===== src/rtl/mux3_if.sv =====
// mux3_if: bundles the data, select and enable inputs of the 3-way mux together
// with its combinational and registered results.
//   master : drives i_d0/i_d1/i_d2, i_sel, i_en; observes all o_* results
//   slave  : the mux itself; consumes i_* and produces o_y, o_y_q,
//            o_sel_rsvd, o_sel_rsvd_sticky
interface mux3_if #(
  parameter int P_DATA_WIDTH = 32
);
  logic [P_DATA_WIDTH-1:0] i_d0;
  logic [P_DATA_WIDTH-1:0] i_d1;
  logic [P_DATA_WIDTH-1:0] i_d2;
  logic [1:0]              i_sel;
  logic                    i_en;
  logic [P_DATA_WIDTH-1:0] o_y;
  logic [P_DATA_WIDTH-1:0] o_y_q;
  logic                    o_sel_rsvd;
  logic                    o_sel_rsvd_sticky;

  modport master (
    output i_d0, i_d1, i_d2, i_sel, i_en,
    input  o_y, o_y_q, o_sel_rsvd, o_sel_rsvd_sticky
  );

  modport slave (
    input  i_d0, i_d1, i_d2, i_sel, i_en,
    output o_y, o_y_q, o_sel_rsvd, o_sel_rsvd_sticky
  );
endinterface


===== src/rtl/mux3.sv =====
// mux3: 3-way data multiplexer with a registered copy of its result and a
// sticky flag that records any use of the reserved select code 2'b11.
//   i_clk    : single clock, all state changes on the rising edge
//   i_rst_n  : synchronous active-low reset (clears o_y_q and the sticky flag)
//   bus      : mux3_if slave modport
//     i_d0/i_d1/i_d2 : data inputs (select 00 / 01 / 1x)
//     i_sel          : select code, bit 1 has priority over bit 0
//     i_en           : load enable for o_y_q
//     o_y            : combinational mux result
//     o_y_q          : o_y registered when i_en is high
//     o_sel_rsvd     : combinational, high when i_sel == 2'b11
//     o_sel_rsvd_sticky : set on any edge that samples i_sel == 2'b11
module mux3 #(
  parameter int P_DATA_WIDTH = 32
) (
  input  logic  i_clk,
  input  logic  i_rst_n,
  mux3_if.slave bus
);

  logic [P_DATA_WIDTH-1:0] y_next;
  logic [P_DATA_WIDTH-1:0] y_q_reg;
  logic                    sticky_reg;
  logic                    rsvd_next;

  // Per-bit selection. Bit 1 of the select is tested first so that an
  // unknown bit 0 still resolves to i_d2 whenever bit 1 is high.
  for (genvar gi = 0; gi < P_DATA_WIDTH; gi++) begin : g_bit
    assign y_next[gi] = bus.i_sel[1] ? bus.i_d2[gi]
                      : (bus.i_sel[0] ? bus.i_d1[gi] : bus.i_d0[gi]);
  end

  assign rsvd_next = (bus.i_sel == 2'b11);

  always_ff @(posedge i_clk) begin
    if (!i_rst_n) begin
      y_q_reg    <= '0;
      sticky_reg <= 1'b0;
    end else begin
      if (bus.i_en) begin
        y_q_reg <= y_next;
      end
      // The reserved-code latch ignores the enable: any sampled 2'b11 counts.
      if (rsvd_next) begin
        sticky_reg <= 1'b1;
      end
    end
  end

  assign bus.o_y               = y_next;
  assign bus.o_sel_rsvd        = rsvd_next;
  assign bus.o_y_q             = y_q_reg;
  assign bus.o_sel_rsvd_sticky = sticky_reg;

endmodule


===== src/flat_wrapper.sv =====
// flat-port wrapper written by rule: the top's interface ports become plain ports
module mux3_flat 
#(
  parameter int P_DATA_WIDTH = 32
)
  (i_clk, i_rst_n, bus_i_d0, bus_i_d1, bus_i_d2, bus_i_sel, bus_i_en, bus_o_y, bus_o_y_q, bus_o_sel_rsvd, bus_o_sel_rsvd_sticky);
  mux3_if #(.P_DATA_WIDTH(P_DATA_WIDTH)) bus_i ();
  input  logic i_clk;
  input  logic i_rst_n;
  input wire logic [$bits(bus_i.i_d0)-1:0] bus_i_d0;
  input wire logic [$bits(bus_i.i_d1)-1:0] bus_i_d1;
  input wire logic [$bits(bus_i.i_d2)-1:0] bus_i_d2;
  input wire logic [$bits(bus_i.i_sel)-1:0] bus_i_sel;
  input wire logic [$bits(bus_i.i_en)-1:0] bus_i_en;
  output wire logic [$bits(bus_i.o_y)-1:0] bus_o_y;
  output wire logic [$bits(bus_i.o_y_q)-1:0] bus_o_y_q;
  output wire logic [$bits(bus_i.o_sel_rsvd)-1:0] bus_o_sel_rsvd;
  output wire logic [$bits(bus_i.o_sel_rsvd_sticky)-1:0] bus_o_sel_rsvd_sticky;
  assign bus_i.i_d0 = bus_i_d0;
  assign bus_i.i_d1 = bus_i_d1;
  assign bus_i.i_d2 = bus_i_d2;
  assign bus_i.i_sel = bus_i_sel;
  assign bus_i.i_en = bus_i_en;
  assign bus_o_y = bus_i.o_y;
  assign bus_o_y_q = bus_i.o_y_q;
  assign bus_o_sel_rsvd = bus_i.o_sel_rsvd;
  assign bus_o_sel_rsvd_sticky = bus_i.o_sel_rsvd_sticky;
  mux3 #(.P_DATA_WIDTH(P_DATA_WIDTH)) u_core (.i_clk(i_clk), .i_rst_n(i_rst_n), .bus(bus_i));
endmodule

===== config.mk =====
export PLATFORM = sky130hd
export DESIGN_NAME = mux3_flat
export DESIGN_NICKNAME = d
export VERILOG_FILES = /design/src/rtl/mux3_if.sv /design/src/rtl/mux3.sv /design/src/flat_wrapper.sv
export SDC_FILE = /design/constraint.sdc
export NUM_CORES = 1
export LEC_CHECK = 0
export CORE_MARGIN = 3
export CORE_UTILIZATION = 55
export CTS_BUF_LIST = sky130_fd_sc_hd__clkbuf_4
export CTS_CLUSTER_SIZE = 14
export DETAILED_ROUTE_END_ITERATION = 12
export DONT_BUFFER_PORTS = 1
export PLACE_DENSITY = 0.85
export SYNTH_ARGS = -nofsm -noshare
export SYNTH_HDL_FRONTEND = slang
export SYNTH_SLANG_ARGS = --single-unit

===== constraint.sdc =====
create_clock -name i_clk -period 0.9 [get_ports i_clk]
set_input_delay 0.09 -clock i_clk [delete_from_list [all_inputs] [get_ports i_clk]]
set_output_delay 0.09 -clock i_clk [all_outputs]
set_load 0.02 [all_outputs]

=== Word-level counts from Yosys, hierarchy flattened ===
Cells that the tools add are included.

* Register bits after elaboration: 33
* Bits in latches: 0
* Bits in writable memories: 0
* Bits in read-only memories: 0
* Bits of input ports: 101
* Output and inout bits: 66
* Word-level logic and storage cells: 67
* Memories kept: 0

* Add/sub/neg operators: 0
* $mul: 0
* Divide/modulo/power cells: 0
* Magnitude comparators: 0
* Equality and inequality tests: 1
* Shift-type cells: 0
* Multiplexer cells: 64
* Bitwise gates (word level): 0
* Reduce and logical (&&, ||, !) cells: 0

{| class="wikitable"
|+ Operators by type and width
! cell !! count
|-
| 2-to-1 mux 1 bit || 64
|-
| equality test 2 bit, second input constant || 1
|}

=== Longest topological paths before layout ===
* Word-level depth: 2
* Mapped depth: 4
* Depth with buffers taken out: 2

=== Least setup slack after synthesis ===
Ideal clock, no wire load.

* Path kind: input -> output
* Start: in bus_i_sel[1]
* End: out bus_o_y[0]
* Data arrival time: 0.907 ns
* Data required time: 0.810 ns
* Path slack: -0.097 ns
* Cell stages on the path: 3
* Buffers on the path: 2
* Cells stage by stage: buf_6 buf_2 mux2i_1

* Longest elaborated chain between the ends: 1

{| class="wikitable"
|+ Ends and longest elaborated chain
! item !! RTL line !! text
|-
| start, declared || flat_wrapper.sv:13 || <nowiki>input wire logic [$bits(bus_i.i_sel)-1:0] bus_i_sel;</nowiki>
|-
| 2-to-1 mux 1 bit || mux3.sv:29 || <nowiki>assign y_next[gi] = bus.i_sel[1] ? bus.i_d2[gi]</nowiki>
|-
| end, declared || flat_wrapper.sv:15 || <nowiki>output wire logic [$bits(bus_i.o_y)-1:0] bus_o_y;</nowiki>
|}

No other way between the ends.

=== Worst setup path in the final report ===
* Start: reg u_core.y_q_reg[26] (netlist: u_core.bus.o_y_q[26])
* End: out bus_o_y_q[26]

{| class="wikitable"
|+ RTL lines
! item !! RTL line !! text
|-
| start, declared || mux3.sv:22 || <nowiki>logic [P_DATA_WIDTH-1:0] y_q_reg;</nowiki>
|-
| start signal, assigned || mux3.sv:41 || <nowiki>y_q_reg <= y_next;</nowiki>
|-
| end, declared || flat_wrapper.sv:16 || <nowiki>output wire logic [$bits(bus_i.o_y_q)-1:0] bus_o_y_q;</nowiki>
|}

No word-level cell between the ends.

==> results.json <==
{
  "cpMaxStageDelayCell": "dfxtp_2",
  "design_area_sq_um": 3266,
  "cts.sinks": 33,
  "ys_dominant_reg_cell": "dfxtp_1",
  "max-vdd-ir-drop_v": 0.001011,
  "io_pins": 167,
  "cts_tree": "done",
  "gp_congestion": 0.7450,
  "drv_slew": 0,
  "path_class": "flop to output pin",
  "clock_skew_ps": 0,
  "synth_commonest_cells": "64 x mux2i_1, 33 x dfxtp_1, 32 x inv_1, 32 x nand3b_1, 31 x nand2_1",
  "antenna_found_initial": 0,
  "vias": 2115,
  "drtIter0Drc": 75,
  "clk_path_buf_depth": 2,
  "synthCells": 253,
  "cpPeakStageDelay_ps": 360,
  "synth_area_leaders": "dfxtp_1 26%, mux2i_1 26%, o221ai_2 18%, nand3b_1 9.6%, inv_1 4.8%",
  "hold_path.class": "input port to flop",
  "synthSimpleGateAreaFrac_pct": 15.79,
  "routed.top_layer": "met4",
  "critPathBufInv": 1,
  "wl_met3_um": 506,
  "synth-compound-area-share_pct": 19.14,
  "ant_nets": 0,
  "cp.required_ps": 810,
  "drive_gt1_share_pct": 48.50,
  "worst_pin_slew_ps": 415.4,
  "regArea_sq_um": 701.9,
  "core-area_sq_um": 4202,
  "vias_per_cell": 6.026,
  "whs_ps": -100.1,
  "period_share_pct": 98.02,
  "synth_fp_nets": 354,
  "synth.largest_area_cell": "dfxtp_1",
  "postSynthAreaPerCell_sq_um": 9.896,
  "netlist_area_sq_um": 2504,
  "area_growth_pct": 30.43,
  "cp_max_fo": 2,
  "max_cap_violations": 0,
  "avgRoutedWirePerCell_um": 20.37,
  "cts.clk_slew.worst_paths_ps": 100,
  "crit_family": "flip-flops",
  "report.power.total_mw": 3.926,
  "power_density_nw_per_um2": 1202,
  "setup_tns_ps": 0,
  "cp_cell_sequence": "buf_6",
  "fp.dieArea_sq_um": 5398,
  "setup-violations-final": 0,
  "fin_cells": 351,
  "firstDrtPassIters": 4,
  "crit_arrival_ps": 790,
  "critPathLaunchType": "flop",
  "dieHeight_um": 73.47,
  "nets": 401,
  "root_buffer": "clkbuf_4",
  "yosysWarnings": 0,
  "wl_met2_um": 3953,
  "post_synth_num_cell_types": 19,
  "drt-total-wl_um": 7149,
  "synth_top_area_share_pct": 26.39,
  "drc_errors": 0,
  "ys_ff_latch": 33,
  "globalRouteOverflowTotal": 0,
  "track_usage_pct": 25.34,
  "fp.dieW_um": 73.47,
  "dpl_cell_area_sq_um": 2794,
  "dp_hpwl_um": 4803,
  "start_util_pct": 59.59,
  "slew_headroom_pct": 71.76,
  "multi_input_area_sq_um": 1628,
  "grt_pass1_vias": 2214,
  "met1_length_um": 2440,
  "n_fill_cell": 274,
  "end_kind": "output pin",
  "numCtsBuffers": 5,
  "htreeDepth": 2,
  "clk_latency_ps": 310,
  "finalCriticalPeriod_ps": 882.2,
  "grt_pass1_wl_um": 10520,
  "synth_most_common_cell": "mux2i_1",
  "n_antenna_cell": 0,
  "leakage_nw": 1.402,
  "rsz0062_at_grt": "true",
  "async_flop_share_pct": 0,
  "num_rows": 23,
  "muxShareOfSynthArea_pct": 25.59,
  "yosysSeqAreaShare_pct": 26.39,
  "synth-xor-area-share_pct": 0,
  "portBuffers": 0,
  "synth-edff-count": 0,
  "grt_max_degree": 67,
  "status": "finished, violations left",
  "max_freq_mhz": 1134,
  "dp.cells": 317,
  "synth_fa_ha_area_share_pct": 0,
  "violations": "negative hold slack",
  "synth_top_family_by_area": "multiplexers",
  "hold_viol": 32
}
==> area by class of cell <==
type                       instances  area share [%]
multi-input combinational        164           49.85
sequential                        33           21.49
timing repair buffer              64           21.23
inverter                          32           3.678
tap                               50           1.916
clock buffer                       8           1.839
==> report_power, final <==
group | internal, mW | leakage, nW | switching [mW]
sequential | 1.59 | 0.284 | 0.0852
combinational | 0.661 | 1.08 | 0.708
clock | 0.402 | 0.0368 | 0.476
==> cell usage in the layout (no fill, tap or decap) <==
master          n
mux2i_2        30
nand3b_1       32
clkbuf_4        8
buf_6          32
o21a_1          1
dlygate4sd3_1  22
inv_1          32
nand3b_4        1
nand2_1        31
o221ai_1        1
o211ai_2        1
mux2i_1        34
and2_1          1
nand2_2         1
buf_4           7
dfxtp_2        33
nand4_1         1
o221ai_2       30
buf_12          3
==> what timing repair did <==
item / CTS / global route
endpoints found under the setup margin: 32 / 33
buffers inserted: 1 / 3
hold buffers: 12 / 10
hold endpoints to repair: 33 / 33
gates resized for setup: 53 / 12
==> state kept, by name (all words and copies together), names as in the netlist <==
name,flops
u_core.bus.o_y_q,32
u_core.bus.o_sel_rsvd_sticky,1
==> per-layer routing <==
metal | vias to the layer above | global-route usage (%)
met1 | 980 | 25.66
met3 | 23 | 5.882
li1 | 1003 | -
met5 | - | 0
met4 | 0 | 9.658
met2 | 109 | 49.11
==> cells by family (layout without fill, tap and decap cells) <==
kind of cell / after synthesis / in the layout
AND/OR/NAND/NOR: 67 / 67
flip-flops: 33 / 33
buffers and inverters: 56 / 104
multiplexers: 64 / 64
AO/OA/AOI/OAI: 33 / 33
==> stage by stage <==
step / hold WS, ps / utilization [%] / worst slack [ps]
final: -100.1 / 77.72 / 17.81
after floorplan: 269.3 / - / -92.46
after CTS: -115.4 / 73.79 / 0.3640
after global routing: -133.0 / 77.72 / -38.76
after global placement: 216.1 / 66.50 / 157.7
after detailed placement: 228.3 / 66.50 / 125.1
==> path summary, 6_finish.rpt <==
check,startpoint,end,slack (ps),cells past startpoint
worst max-delay path,u_core.bus.o_y_q[26],bus_o_y_q[26],20,1
worst min-delay path,i_rst_n,u_core.bus.o_sel_rsvd_sticky,-100,1
worst max register to register,u_core.bus.o_y_q[26],u_core.bus.o_y_q[26],150,3
worst min register to register,u_core.bus.o_y_q[18],u_core.bus.o_y_q[18],520,2
Power figures use the tool's default switching activity.
